### src/rtl/lfsr_pkg.sv
// Shared definitions for the LFSR and its byte-stream consumer.
//   LFSR_W / BYTE_W   : LFSR state width and stream byte width
//   LFSR_SEED         : power-on seed used by the companion LFSR
//   streamer_state_e  : FSM encoding for lfsr_byte_streamer
package lfsr_pkg;

    localparam int unsigned LFSR_W    = 32;
    localparam int unsigned BYTE_W    = 8;
    localparam logic [LFSR_W-1:0] LFSR_SEED = 32'h00BAD1C4;

    typedef enum logic [1:0] {
        IDLE = 2'd0,
        SEND = 2'd1,
        DONE = 2'd2
    } streamer_state_e;

endpackage : lfsr_pkg

### src/rtl/lfsr_byte_streamer.sv
// lfsr_byte_streamer
// Emits a burst of len_i pseudo-random bytes on a valid/ready byte stream.
// The LFSR state word is sampled once per 4 bytes and sent MSB-first.
//
// Ports:
//   clk_i        : clock, rising edge
//   reset_ni     : asynchronous active-low reset
//   start_i      : burst request, only honoured in IDLE
//   len_i        : burst length in bytes, sampled with start_i
//   lfsr_state_i : free-running LFSR state
//   data_o       : current byte (0 when not valid)
//   valid_o      : data_o is valid
//   ready_i      : sink accepts the byte
//   busy_o       : burst in progress (SEND or DONE)
//   done_o       : one-cycle pulse at burst completion
//   remaining_o  : bytes still to be transferred
module lfsr_byte_streamer
    import lfsr_pkg::*;
#(
    parameter int unsigned LEN_W = 8
) (
    input  logic              clk_i,
    input  logic              reset_ni,
    input  logic              start_i,
    input  logic [LEN_W-1:0]  len_i,
    input  logic [LFSR_W-1:0] lfsr_state_i,
    output logic [BYTE_W-1:0] data_o,
    output logic              valid_o,
    input  logic              ready_i,
    output logic              busy_o,
    output logic              done_o,
    output logic [LEN_W-1:0]  remaining_o
);

    streamer_state_e   r_state, w_state_next;
    logic [LFSR_W-1:0] r_word, w_word_next;
    logic [1:0]        r_idx, w_idx_next;
    logic [LEN_W-1:0]  r_remaining, w_remaining_next;

    // Byte lanes of the captured word; lane 0 is the most significant byte.
    logic [BYTE_W-1:0] w_bytes [4];

    generate
        for (genvar gi = 0; gi < 4; gi++) begin : g_lanes
            assign w_bytes[gi] = r_word[LFSR_W-1-BYTE_W*gi -: BYTE_W];
        end
    endgenerate

    // Registers
    always_ff @(posedge clk_i or negedge reset_ni) begin
        if (!reset_ni) begin
            r_state     <= IDLE;
            r_word      <= '0;
            r_idx       <= '0;
            r_remaining <= '0;
        end else begin
            r_state     <= w_state_next;
            r_word      <= w_word_next;
            r_idx       <= w_idx_next;
            r_remaining <= w_remaining_next;
        end
    end

    // Next-state logic
    always_comb begin
        w_state_next     = r_state;
        w_word_next      = r_word;
        w_idx_next       = r_idx;
        w_remaining_next = r_remaining;

        unique case (r_state)
            IDLE: begin
                if (start_i) begin
                    w_remaining_next = len_i;
                    if (len_i == '0) begin
                        w_state_next = DONE;
                    end else begin
                        w_word_next  = lfsr_state_i;
                        w_idx_next   = '0;
                        w_state_next = SEND;
                    end
                end
            end
            SEND: begin
                // Guarded decrement keeps remaining from wrapping.
                if (ready_i && (r_remaining != '0)) begin
                    w_remaining_next = r_remaining - LEN_W'(1);
                    if (r_remaining == LEN_W'(1)) begin
                        w_state_next = DONE;
                    end else if (r_idx == 2'd3) begin
                        // Refresh the word on the last lane's handshake so
                        // the next byte follows with no bubble.
                        w_word_next = lfsr_state_i;
                        w_idx_next  = '0;
                    end else begin
                        w_idx_next = r_idx + 2'd1;
                    end
                end
            end
            DONE: begin
                w_state_next = IDLE;
            end
            default: begin
                w_state_next = IDLE;
            end
        endcase
    end

    // Outputs decode from registers only, so valid_o is independent of ready_i.
    always_comb begin
        valid_o     = (r_state == SEND);
        data_o      = valid_o ? w_bytes[r_idx] : '0;
        busy_o      = (r_state != IDLE);
        done_o      = (r_state == DONE);
        remaining_o = r_remaining;
    end

endmodule : lfsr_byte_streamer

### config.mk
export PLATFORM = sky130hd
export DESIGN_NAME = lfsr_byte_streamer
export DESIGN_NICKNAME = d
export VERILOG_FILES = /design/src/rtl/lfsr_pkg.sv /design/src/rtl/lfsr_byte_streamer.sv
export SDC_FILE = /design/constraint.sdc
export NUM_CORES = 1
export LEC_CHECK = 0
export ABC_AREA = 1
export CAP_MARGIN = 0
export CELL_PAD_IN_SITES_DETAIL_PLACEMENT = 0
export CELL_PAD_IN_SITES_GLOBAL_PLACEMENT = 1
export CORE_ASPECT_RATIO = 1.1
export CORE_UTILIZATION = 35
export CTS_CLUSTER_DIAMETER = 150
export DETAILED_ROUTE_END_ITERATION = 16
export PLACE_DENSITY_LB_ADDON = 0.1
export SLEW_MARGIN = 20
export SYNTH_ARGS = -nofsm -noshare
export SYNTH_HDL_FRONTEND = slang
export SYNTH_SLANG_ARGS = --single-unit
### constraint.sdc
create_clock -name clk_i -period 1.9 [get_ports clk_i]
set_input_delay 0.38 -clock clk_i [delete_from_list [all_inputs] [get_ports clk_i]]
set_output_delay 0.38 -clock clk_i [all_outputs]
set_load 0.02 [all_outputs]
==> metrics.yaml <==
skew_ns: 0.00681
die_w_um: 81.8
synth_enable_flop_cells: 0
crit_path_max_fanout: 7
coreArea_um2: 6670
grt-ovfl-total: 0
hold_slack_ns: 0.156
io_pins: 63
clkSinkCount: 44
leakagePower_nw: 1.73
status: "complete, no violations"
fmax_mhz: 529
htreeDepth: 2
first_iter_violations: 113
worst_pin_slew_ns: 0.582
wl_per_cell_um: 13.6
peakVddDrop_mv: 0.870
worstSetupStartpointType: "flop"
relSlewSlack_pct: 61.2
drc_errors: 0
synthCells: 336
ff2ff_path_depth: 11
grt_pass1_wl_mm: 10.7
crit_end: "data_o[5]"
firstDrtPassIters: 4
syn_avg_cell_area_um2: 7.29
drive_above_1_share_pct: 17.8
worstReg2RegStart: "r_idx[0]"
ctsHoldBuffers: 0
setup_violations: 0
via_per_inst: 4.80
powerDensity_nw_per_um2: 1830
clkLatencyLatePin_ns: 0.30
portBuffers: 62
worstPathRequired_ns: 1.52
hold_viol_final: 0
place_ws_ns: -0.110
grt_max_degree: 45
die_area_um2: 7340
grt.total_usage_pct: 18.7
cts_tree: "done"
synth-seq-cells: 44
rows: 31
cts-root-buf: "clkbuf_8"
clk_pin_slew_ns: 0.09
die_height_um: 89.8
synthFlopType: "dfrtp_1"
numCtsBuffers: 5
fin_nets: 463
finalWirelength_mm: 6.76
ant_nets: 0
ys_seq_area_share_pct: 44.9
reg2reg_slack_ns: 0.05
synth-async-reset-ratio_pct: 100
dr_total_vias: 2388
drv_cap: 0
cp-end-kind: "primary output"
gp_congestion: 0.761
syn_to_final_growth_pct: 43.7
fin_crit_ns: 1.89
rsz0062_at_grt: "yes"
grt_pass1_vias: 2154
reg2reg_to: "r_word[14]"
syn-num-nets: 384
antenna_found_initial: 0
slew_violations: 0
hold_class: "in2async"
diodes: 0
synth_cell_types: 26
netlist_area_um2: 2450
cp-startpoint: "r_idx[0]"
fin_ws_ns: 0.00880
dp_hpwl_mm: 4.70
post-route-period-util_pct: 99.5
critical_path_class: "reg2out"
cp_data_arrival_time_ns: 1.51
cts_max_path_buffers: 2
synth_warnings: 0
initial_core_util_pct: 36.7
-- repair_timing --
action / 4_1_cts / 5_1_grt
pin swaps: 0 / 12
buffers inserted: 0 / 3
endpoints found under the setup margin: 11 / 38
gates resized for setup: 38 / 39
cloned: 0 / 5
-- per-layer routing --
metal	track usage, %	routed length (µm)	up-vias
li1	-	-	1226
met1	28.5	3380	1106
met2	26.9	3050	51
met3	2.84	256	5
met4	5.70	76	0
met5	0	0	-
-- cell usage in the layout, fill, tap and decap left out, drive strengths merged --
master         instances
inv                   19
xor2                   4
a21oi                  9
clkbuf                 9
bufinv                 1
o21ai                 28
dfrtp                 44
nand2                115
nand4                  3
ha                     4
clkinvlp               1
buf                   33
nor2                  54
dlygate4sd2            2
nand3                 37
nor3                   1
clkdlybuf4s50         50
or2                    2
-- synthesized netlist by cell type, types with 3 or more instances --
| cell | instances | area share (%) |
|---|---|---|
| nand2_1 | 114 | 17 |
| nor2_1 | 50 | 7.7 |
| dfrtp_1 | 44 | 45 |
| nand3_1 | 36 | 7.4 |
| o21ai_0 | 23 | 4.7 |
| inv_1 | 15 | 2.3 |
| a21oi_1 | 8 | 1.6 |
| buf_2 | 4 | 0.82 |
| buf_4 | 4 | 1.2 |
| buf_6 | 4 | 1.8 |
| clkbuf_1 | 4 | 0.61 |
| ha_1 | 4 | 2.0 |
| o21ai_1 | 4 | 0.82 |
| xor2_1 | 4 | 1.4 |
| inv_2 | 3 | 0.46 |
| nand4_1 | 3 | 0.77 |
| nor2_2 | 3 | 0.77 |
-- where the power goes --
group	internal (mW)	switching, mW	total, mW
registers	1.40	0.397	1.80
clock network	0.396	0.338	0.734
logic	1.74	2.18	3.92
total	3.54	2.92	6.45
-- critical path: stages (launching register included) --
cell     delay (ns)
dfrtp_2        0.47
buf_12         0.15
nor2_1         0.04
nor2_1         0.09
o21ai_0        0.11
a21oi_1        0.18
buf_4          0.17
-- flip-flops by register name, summed over array words and instances, names as in the netlist --
signal / count
r_idx: 2
remaining_o: 8
r_word: 32
r_state: 2
-- per-stage QoR --
| step | TNS, ns | util, % | power [mW] | area (µm²) | cells |
|---|---|---|---|---|---|
| after detailed placement | -0.809 | 48.5 | 5.30 | 3240 | 482 |
| after floorplan | 0 | - | 4.01 | 2450 | 336 |
| after global placement | -0.867 | 48.5 | 5.27 | 3240 | 482 |
| after CTS | 0 | 49.6 | 5.92 | 3310 | 490 |
| after global routing | -0.490 | 52.8 | 7.03 | 3520 | 498 |
| final | 0 | 52.8 | 6.45 | 3520 | 498 |
-- layout make-up --
type | count | area [µm²]
fillers | 690 | 3150
multi-input cells | 257 | 1220
flip-flops and latches | 44 | 1100
repair buffers | 89 | 907
well taps | 82 | 103
inverters | 18 | 72.6
clock buffers | 5 | 68.8
clock inverters | 3 | 46.3
-- worst min path at each step --
stage          slack [ns]  startpoint  depth (start not counted)        endpoint
6_report             0.16    reset_ni                          2  remaining_o[1]
2_1_floorplan        0.08    reset_ni                          0        r_idx[0]
3_5_place_dp         0.47  r_word[13]                          2      r_word[13]
4_1_cts              0.18    reset_ni                          2      r_state[0]
3_3_place_gp         0.46  r_word[13]                          2      r_word[13]
5_1_grt              0.22    reset_ni                          2  remaining_o[5]
-- cell families (layout without fill, tap and decap cells) --
group / after synthesis / in the layout / synth area share [%]
and+or+nand+nor: 212 / 212 / 36.0
DFF: 44 / 44 / 44.9
AOI/OAI and AO/OA: 37 / 37 / 8.17
buffers and inverters: 35 / 115 / 7.40
adders and majority gates: 4 / 4 / 2.04
xor gates and xnor gates: 4 / 4 / 1.43
No activity file was read; power rests on OpenSTA's default activity.
